--- config.mk ---
export PLATFORM = sky130hd
export DESIGN_NAME = spi_config_loader
export DESIGN_NICKNAME = d
export VERILOG_FILES = /design/src/rtl/spi_config_loader.sv
export SDC_FILE = /design/constraint.sdc
export NUM_CORES = 1
export LEC_CHECK = 0
export ABC_AREA = 0
export CORE_ASPECT_RATIO = 0.6
export CORE_MARGIN = 5
export CORE_UTILIZATION = 49
export DETAILED_ROUTE_END_ITERATION = 12
export PLACE_DENSITY_LB_ADDON = 0.08
export SYNTH_ARGS = -nofsm -noshare
export SYNTH_HDL_FRONTEND = slang
export SYNTH_SLANG_ARGS = --single-unit
--- constraint.sdc ---
create_clock -name clk -period 2.7 [get_ports clk]
set_input_delay 0.675 -clock clk [delete_from_list [all_inputs] [get_ports clk]]
set_output_delay 0.675 -clock clk [all_outputs]
set_load 0.02 [all_outputs]
--- src/rtl/spi_config_loader.sv ---
// rtl/spi_config_loader.sv - SPI mode-0 master that loads and optionally verifies a configuration word
module spi_config_loader #(
    parameter int W          = 42,
    parameter int DIV        = 4,
    parameter bit VERIFY     = 1'b1,
    parameter bit AUTO_START = 1'b0
) (
    input  logic         clk,
    input  logic         rst_n,
    input  logic         start,
    input  logic [W-1:0] cfg_word,
    output logic         busy,
    output logic         done,
    output logic         error,
    output logic         spi_clk,
    output logic         spi_csn,
    output logic         spi_mosi,
    input  logic         spi_miso
);
    localparam int IW = (W > 1) ? $clog2(W) : 1;
    localparam int DW = $clog2(DIV) + 1;
    localparam logic [IW-1:0] IDX_TOP = IW'(W - 1);
    localparam logic [DW-1:0] DIV_TOP = DW'(DIV - 1);

    typedef enum logic [2:0] {IDLE, LOW, HIGH, TAIL, GAP} state_e;

    state_e        state_q, state_d;
    logic [DW-1:0] div_q, div_d;
    logic [IW-1:0] idx_q, idx_d;
    logic [IW-1:0] idx_dec;
    logic [W-1:0]  word_q, word_d;
    logic          pass_q, pass_d;
    logic          auto_q, auto_d;
    logic          busy_q, busy_d;
    logic          done_q, done_d;
    logic          error_q, error_d;
    logic          sclk_q, sclk_d;
    logic          csn_q, csn_d;
    logic          mosi_q, mosi_d;
    logic          div_end;

    assign div_end = (div_q == '0);
    assign idx_dec = idx_q - IW'(1);

    always_ff @(posedge clk or negedge rst_n) begin
        if (!rst_n) begin
            state_q <= IDLE;
            div_q   <= DIV_TOP;
            idx_q   <= IDX_TOP;
            word_q  <= '0;
            pass_q  <= 1'b0;
            auto_q  <= AUTO_START;
            busy_q  <= 1'b0;
            done_q  <= 1'b0;
            error_q <= 1'b0;
            sclk_q  <= 1'b0;
            csn_q   <= 1'b1;
            mosi_q  <= 1'b0;
        end else begin
            state_q <= state_d;
            div_q   <= div_d;
            idx_q   <= idx_d;
            word_q  <= word_d;
            pass_q  <= pass_d;
            auto_q  <= auto_d;
            busy_q  <= busy_d;
            done_q  <= done_d;
            error_q <= error_d;
            sclk_q  <= sclk_d;
            csn_q   <= csn_d;
            mosi_q  <= mosi_d;
        end
    end

    always_comb begin
        state_d = state_q;
        div_d   = div_end ? DIV_TOP : div_q - DW'(1);
        idx_d   = idx_q;
        word_d  = word_q;
        pass_d  = pass_q;
        auto_d  = 1'b0;
        busy_d  = busy_q;
        done_d  = 1'b0;
        error_d = error_q;
        sclk_d  = sclk_q;
        csn_d   = csn_q;
        mosi_d  = mosi_q;

        case (state_q)
            IDLE: begin
                div_d = DIV_TOP;
                // auto_q is only ever high in the first cycle after reset release
                if (start || auto_q) begin
                    state_d = LOW;
                    word_d  = cfg_word;
                    idx_d   = IDX_TOP;
                    pass_d  = 1'b0;
                    error_d = 1'b0;
                    busy_d  = 1'b1;
                    csn_d   = 1'b0;
                    sclk_d  = 1'b0;
                    mosi_d  = cfg_word[W-1];
                end
            end
            LOW: begin
                if (div_end) begin
                    state_d = HIGH;
                    sclk_d  = 1'b1;
                    // miso here is the target's bit before it shifts on this rising edge
                    if (pass_q && (spi_miso != word_q[idx_q])) begin
                        error_d = 1'b1;
                    end
                end
            end
            HIGH: begin
                if (div_end) begin
                    sclk_d = 1'b0;
                    if (idx_q != '0) begin
                        idx_d   = idx_dec;
                        mosi_d  = word_q[idx_dec];
                        state_d = LOW;
                    end else begin
                        state_d = TAIL;
                    end
                end
            end
            TAIL: begin
                if (div_end) begin
                    state_d = GAP;
                    csn_d   = 1'b1;
                    mosi_d  = 1'b0;
                end
            end
            GAP: begin
                if (div_end) begin
                    if (VERIFY && !pass_q) begin
                        pass_d  = 1'b1;
                        idx_d   = IDX_TOP;
                        state_d = LOW;
                        csn_d   = 1'b0;
                        mosi_d  = word_q[W-1];
                    end else begin
                        state_d = IDLE;
                        busy_d  = 1'b0;
                        done_d  = 1'b1;
                    end
                end
            end
            default: begin
                state_d = IDLE;
            end
        endcase
    end

    assign busy     = busy_q;
    assign done     = done_q;
    assign error    = error_q;
    assign spi_clk  = sclk_q;
    assign spi_csn  = csn_q;
    assign spi_mosi = mosi_q;
endmodule
# == Word-level counts from Yosys, hierarchy flattened ==
# Index checks and enable logic that the tools add are counted.
# totals
word_cells,92
reg_bits,61
inputBits,46
out_inout_bits,6
# classes
reduce_logical,19
n_lt_le_gt_ge,2
muxes,44
eq_ne,14
n_addsub,2
# op_table
op,count
6-bit two-way mux,5
1-bit two-way mux,21
3-bit two-way mux,7
"2-bit != test, second input constant",9
6-bit one-hot mux with 3 select lines,1
3-bit one-hot mux with 5 select lines,1
"6-bit by 7-bit less-than comparator with 1-bit output, second input constant",2
1-bit binary-select mux with 6-bit select,2
4-bit AND reduction,3
5-bit AND reduction,2
3-bit nonzero test,3
7-bit AND reduction,1
"3-bit by 2-bit == test with 1-bit output, second input constant",2
3-bit logical NOT,2
1-bit one-hot mux with 2 select lines,3
1-bit one-hot mux with 3 select lines,2
6-bit AND reduction,1
6-bit nonzero test,1
"6-bit by 1-bit subtractor with 6-bit output, second input constant",1
1-bit one-hot mux with 4 select lines,1
2-bit nonzero test,2
4-bit nonzero test,1
"3-bit by 1-bit == test with 1-bit output, second input constant",1
"3-bit == test, second input constant",1
6 further kinds,6

# == Depth between registers and ports, before layout ==
# depth
ltp_word,7
depth_mapped,10
mapped_depth_nobuf,8

# == Least setup slack after synthesis ==
# No wires, ideal clock.
# synth_timing
path_type,register to register
from,register idx_q[0]
to,register mosi_q (netlist: spi_mosi)
period_less_slack_ns,2.664
t_arrival_ns,2.536
required_ns,2.572
slack_ns,0.036
setup_time_ns,0.128
n_path_buf,3
stages_incl_launch_ff,11
cell_sequence,dfstp_2 buf_4 buf_2 inv_1 ha_1 clkbuf_1 mux4_2 mux2_2 o32a_1 mux2i_1 o31ai_1
# synth_via
elab_chain_len,6
word_cells_on_any_way,9
classes_between,add/sub (1); eq/ne (1); mux (5); reduce/logical (2)
# synth_rtl
item,line_no,text
start: declaration,29,"logic [IW-1:0] idx_q, idx_d;"
start signal: assignment,62,idx_q <= idx_d;
6-bit by 1-bit subtractor with 6-bit output,43,assign idx_dec = idx_q - IW'(1);
1-bit binary-select mux with 6-bit select,120,mosi_d = word_q[idx_dec];
1-bit two-way mux (not written as such),120,
1-bit two-way mux,118,if (idx_q != '0) begin
1-bit two-way mux,116,if (div_end) begin
1-bit one-hot mux with 4 select lines,89,case (state_q)
end signal: assignment,71,mosi_q <= mosi_d;
end: declaration,39,"logic mosi_q, mosi_d;"
# Several ways; a longest one is shown, not always the timed one. The select of a mux whose other input is x is not followed.
# A chain may end at the register's enable or synchronous reset.

# == Worst setup path after layout ==
# Same ends and word-level chain as after synthesis.

==> flow_metrics.tcl <==
set metrics [dict create \
    status "complete, no violations" \
    synth_area_sq_um 3440 \
    grt.total_usage 0.192 \
    hold_viol 0 \
    drc 0 \
    core_sq_um 6760 \
    timing.max_cap.violations 0 \
    drt-pass1-iter-count 5 \
    worst_ep_required_time_ps 2910 \
    synth-seq-area-share 0.445 \
    yosys-top-cells-count "dfrtp_1, mux2_2, nor2_1" \
    synthCells 280 \
    worstSkewPairLatency_ps 330 \
    worst_setup_path_end_kind "register" \
    synth_area_leaders "dfrtp_1, mux2_2, mux4_2" \
    fmax_mhz 434 \
    nets 380 \
    grt_pass1_vias 2519 \
    relSlewSlack 0.605 \
    grt.overflow.total 0 \
    ys.warnings.count 0 \
    hpwl_mm 5.44 \
    crit_path_max_fanout 26 \
    final_max_slew_viol_count 0 \
    hp-class "input port to asynchronous set/reset pin" \
    cts_buffers 9 \
    antenna_found_initial 0 \
    syn_to_final_growth_pct 26.4 \
    finalSetupViolCount 0 \
    fillers 518 \
    synth_top_cell_area_share 0.400 \
    n_antenna_cell 0 \
    die_w_um 118 \
    dr_wl_met3_um 445 \
    synth_edf_count 0 \
    dieHeight_um 74.9 \
    io_pins 52 \
    vias 2469 \
    clk_path_buf_depth 2 \
    synthArstFlopShare 1.00 \
    cts.repair.resized 0 \
    place_area_sq_um 4030 \
    drt-initial-drc-count 179 \
    powerDensity_nw_per_um2 520 \
    globalplace.congestion 0.864 \
    drt.antenna.violating_nets 0 \
    grt_max_degree 45 \
    fin_area_sq_um 4350 \
    ff2ff_path_depth 6 \
    finalSetupTns_ps 0 \
    synth_ff_type "dfrtp_1" \
    wirelength_met1_mm 3.86 \
    path_clk_slew_ps 50 \
    skew_ps 4.83 \
    tightest_slew_ps 592 \
    dr_wl_met2_mm 3.24 \
    cts_tree "done" \
    yosysUniqueCellTypes 48 \
    syn-num-nets 330 \
    p_leak_nw 1.98 \
    arrival_ps 2520 \
    hold_buffers 0 \
    row_count 23 \
    synth_top_cell_by_area "dfrtp_1" \
    grt_pass1_wl_mm 13.2 \
    irDropWorstVdd_mv 0.586 \
    start_util 0.509 \
    syn_avg_cell_area_sq_um 12.3 \
    viasPerCell 5.85 \
    clock-sinks 61 \
    ys_seq_elements 61 \
    cts_setup_buffers 0 \
    wl_per_cell_um 18.1 \
    numPortBuffers 51 \
    critPathLaunchType "register" \
    highest_layer "met4" \
    drive_gt1_frac 0.290 \
    fin_crit_sh 0.854 \
    routed_wl_mm 7.64 \
    htree_levels 3 \
    timing.setup.critical_path_class "register to register" \
    rsz0062_at_grt "false" \
    synthMostInstantiatedCell "dfrtp_1" \
    fin_crit_ps 2310 \
    dieArea_sq_um 8860 \
    clockRootBuffer "clkbuf_16" \
]
[layout by cell type (no fill, tap or decap), types with 6 or more instances in the layout]
cell and count:
buf_4 8, nor2_1 19, clkdlybuf4s50_1 50, o21ai_0 14, mux4_2 16, dfrtp_1 55
mux2_2 44, clkbuf_16 9, mux2i_1 9, inv_1 10, nor3_1 7, dfstp_2 6
nand2_1 18
[sequential cells by signal (all words and copies together) (netlist names), 3 cells and up]
signal	flops
div_q	3
idx_q	6
state_q	3
word_q	42
[kinds of logic after synthesis]
family,after synthesis,share of synthesized area
buffers and inverters,31,0.0440
AND/OR/NAND/NOR,63,0.0879
XOR/XNOR,6,0.0174
AO/OA/AOI/OAI,41,0.0781
flip-flops,61,0.445
multiplexers,74,0.313
adder cells (fa/ha/maj),4,0.0145
[routing by layer]
layer	GRT usage	up-vias
li1	-	1145
met2	0.267	92
met5	0	-
met4	0.0560	0
met1	0.288	1223
met3	0.0616	9
[per-stage QoR]
step	cells	worst slack [ps]	power, mW	utilization	hold slack [ps]
global route	422	263	2.33	0.644	239
CTS	422	373	2.29	0.644	226
finish	422	394	2.26	0.644	224
floorplan	280	36.1	0.934	-	379
global placement	406	415	1.02	0.595	440
detailed placement	406	376	1.02	0.595	442
[cell type report]
| type | instances | area, sq um | share of cell area |
|---|---|---|---|
| Multi-Input combinational cell | 188 | 1760 | 0.404 |
| Timing Repair Buffer | 60 | 586 | 0.135 |
| Clock inverter | 4 | 70.1 | 0.0161 |
| Inverter | 10 | 37.5 | 0.00862 |
| Tap cell | 87 | 109 | 0.0250 |
| Clock buffer | 12 | 256 | 0.0589 |
| Sequential cell | 61 | 1530 | 0.352 |
[report_power, final]
| group | switching [mW] | internal [mW] |
|---|---|---|
| logic | 0.0287 | 0.0590 |
| registers | 0 | 0.916 |
| clock network | 0.405 | 0.854 |
[worst paths after layout]
path | to | slack [ps] | start
hold / removal | word_q[0] | 220 | rst_n
hold reg to reg | div_q[0] | 450 | div_q[0]
min in group clk | div_q[0] | 450 | div_q[0]
max in group asynchronous | word_q[28] | 1800 | rst_n
setup / recovery | spi_mosi | 390 | idx_q[0]
setup reg to reg | spi_mosi | 390 | idx_q[0]
[critical path: stages (launching register included)]
cell and delay [ps]:
dfstp_2 520, buf_4 340, mux4_2 540, mux2_2 290, o32a_1 290, mux2i_1 130, o31ai_1 70
Note: power is estimated with default switching activity, not from simulation.
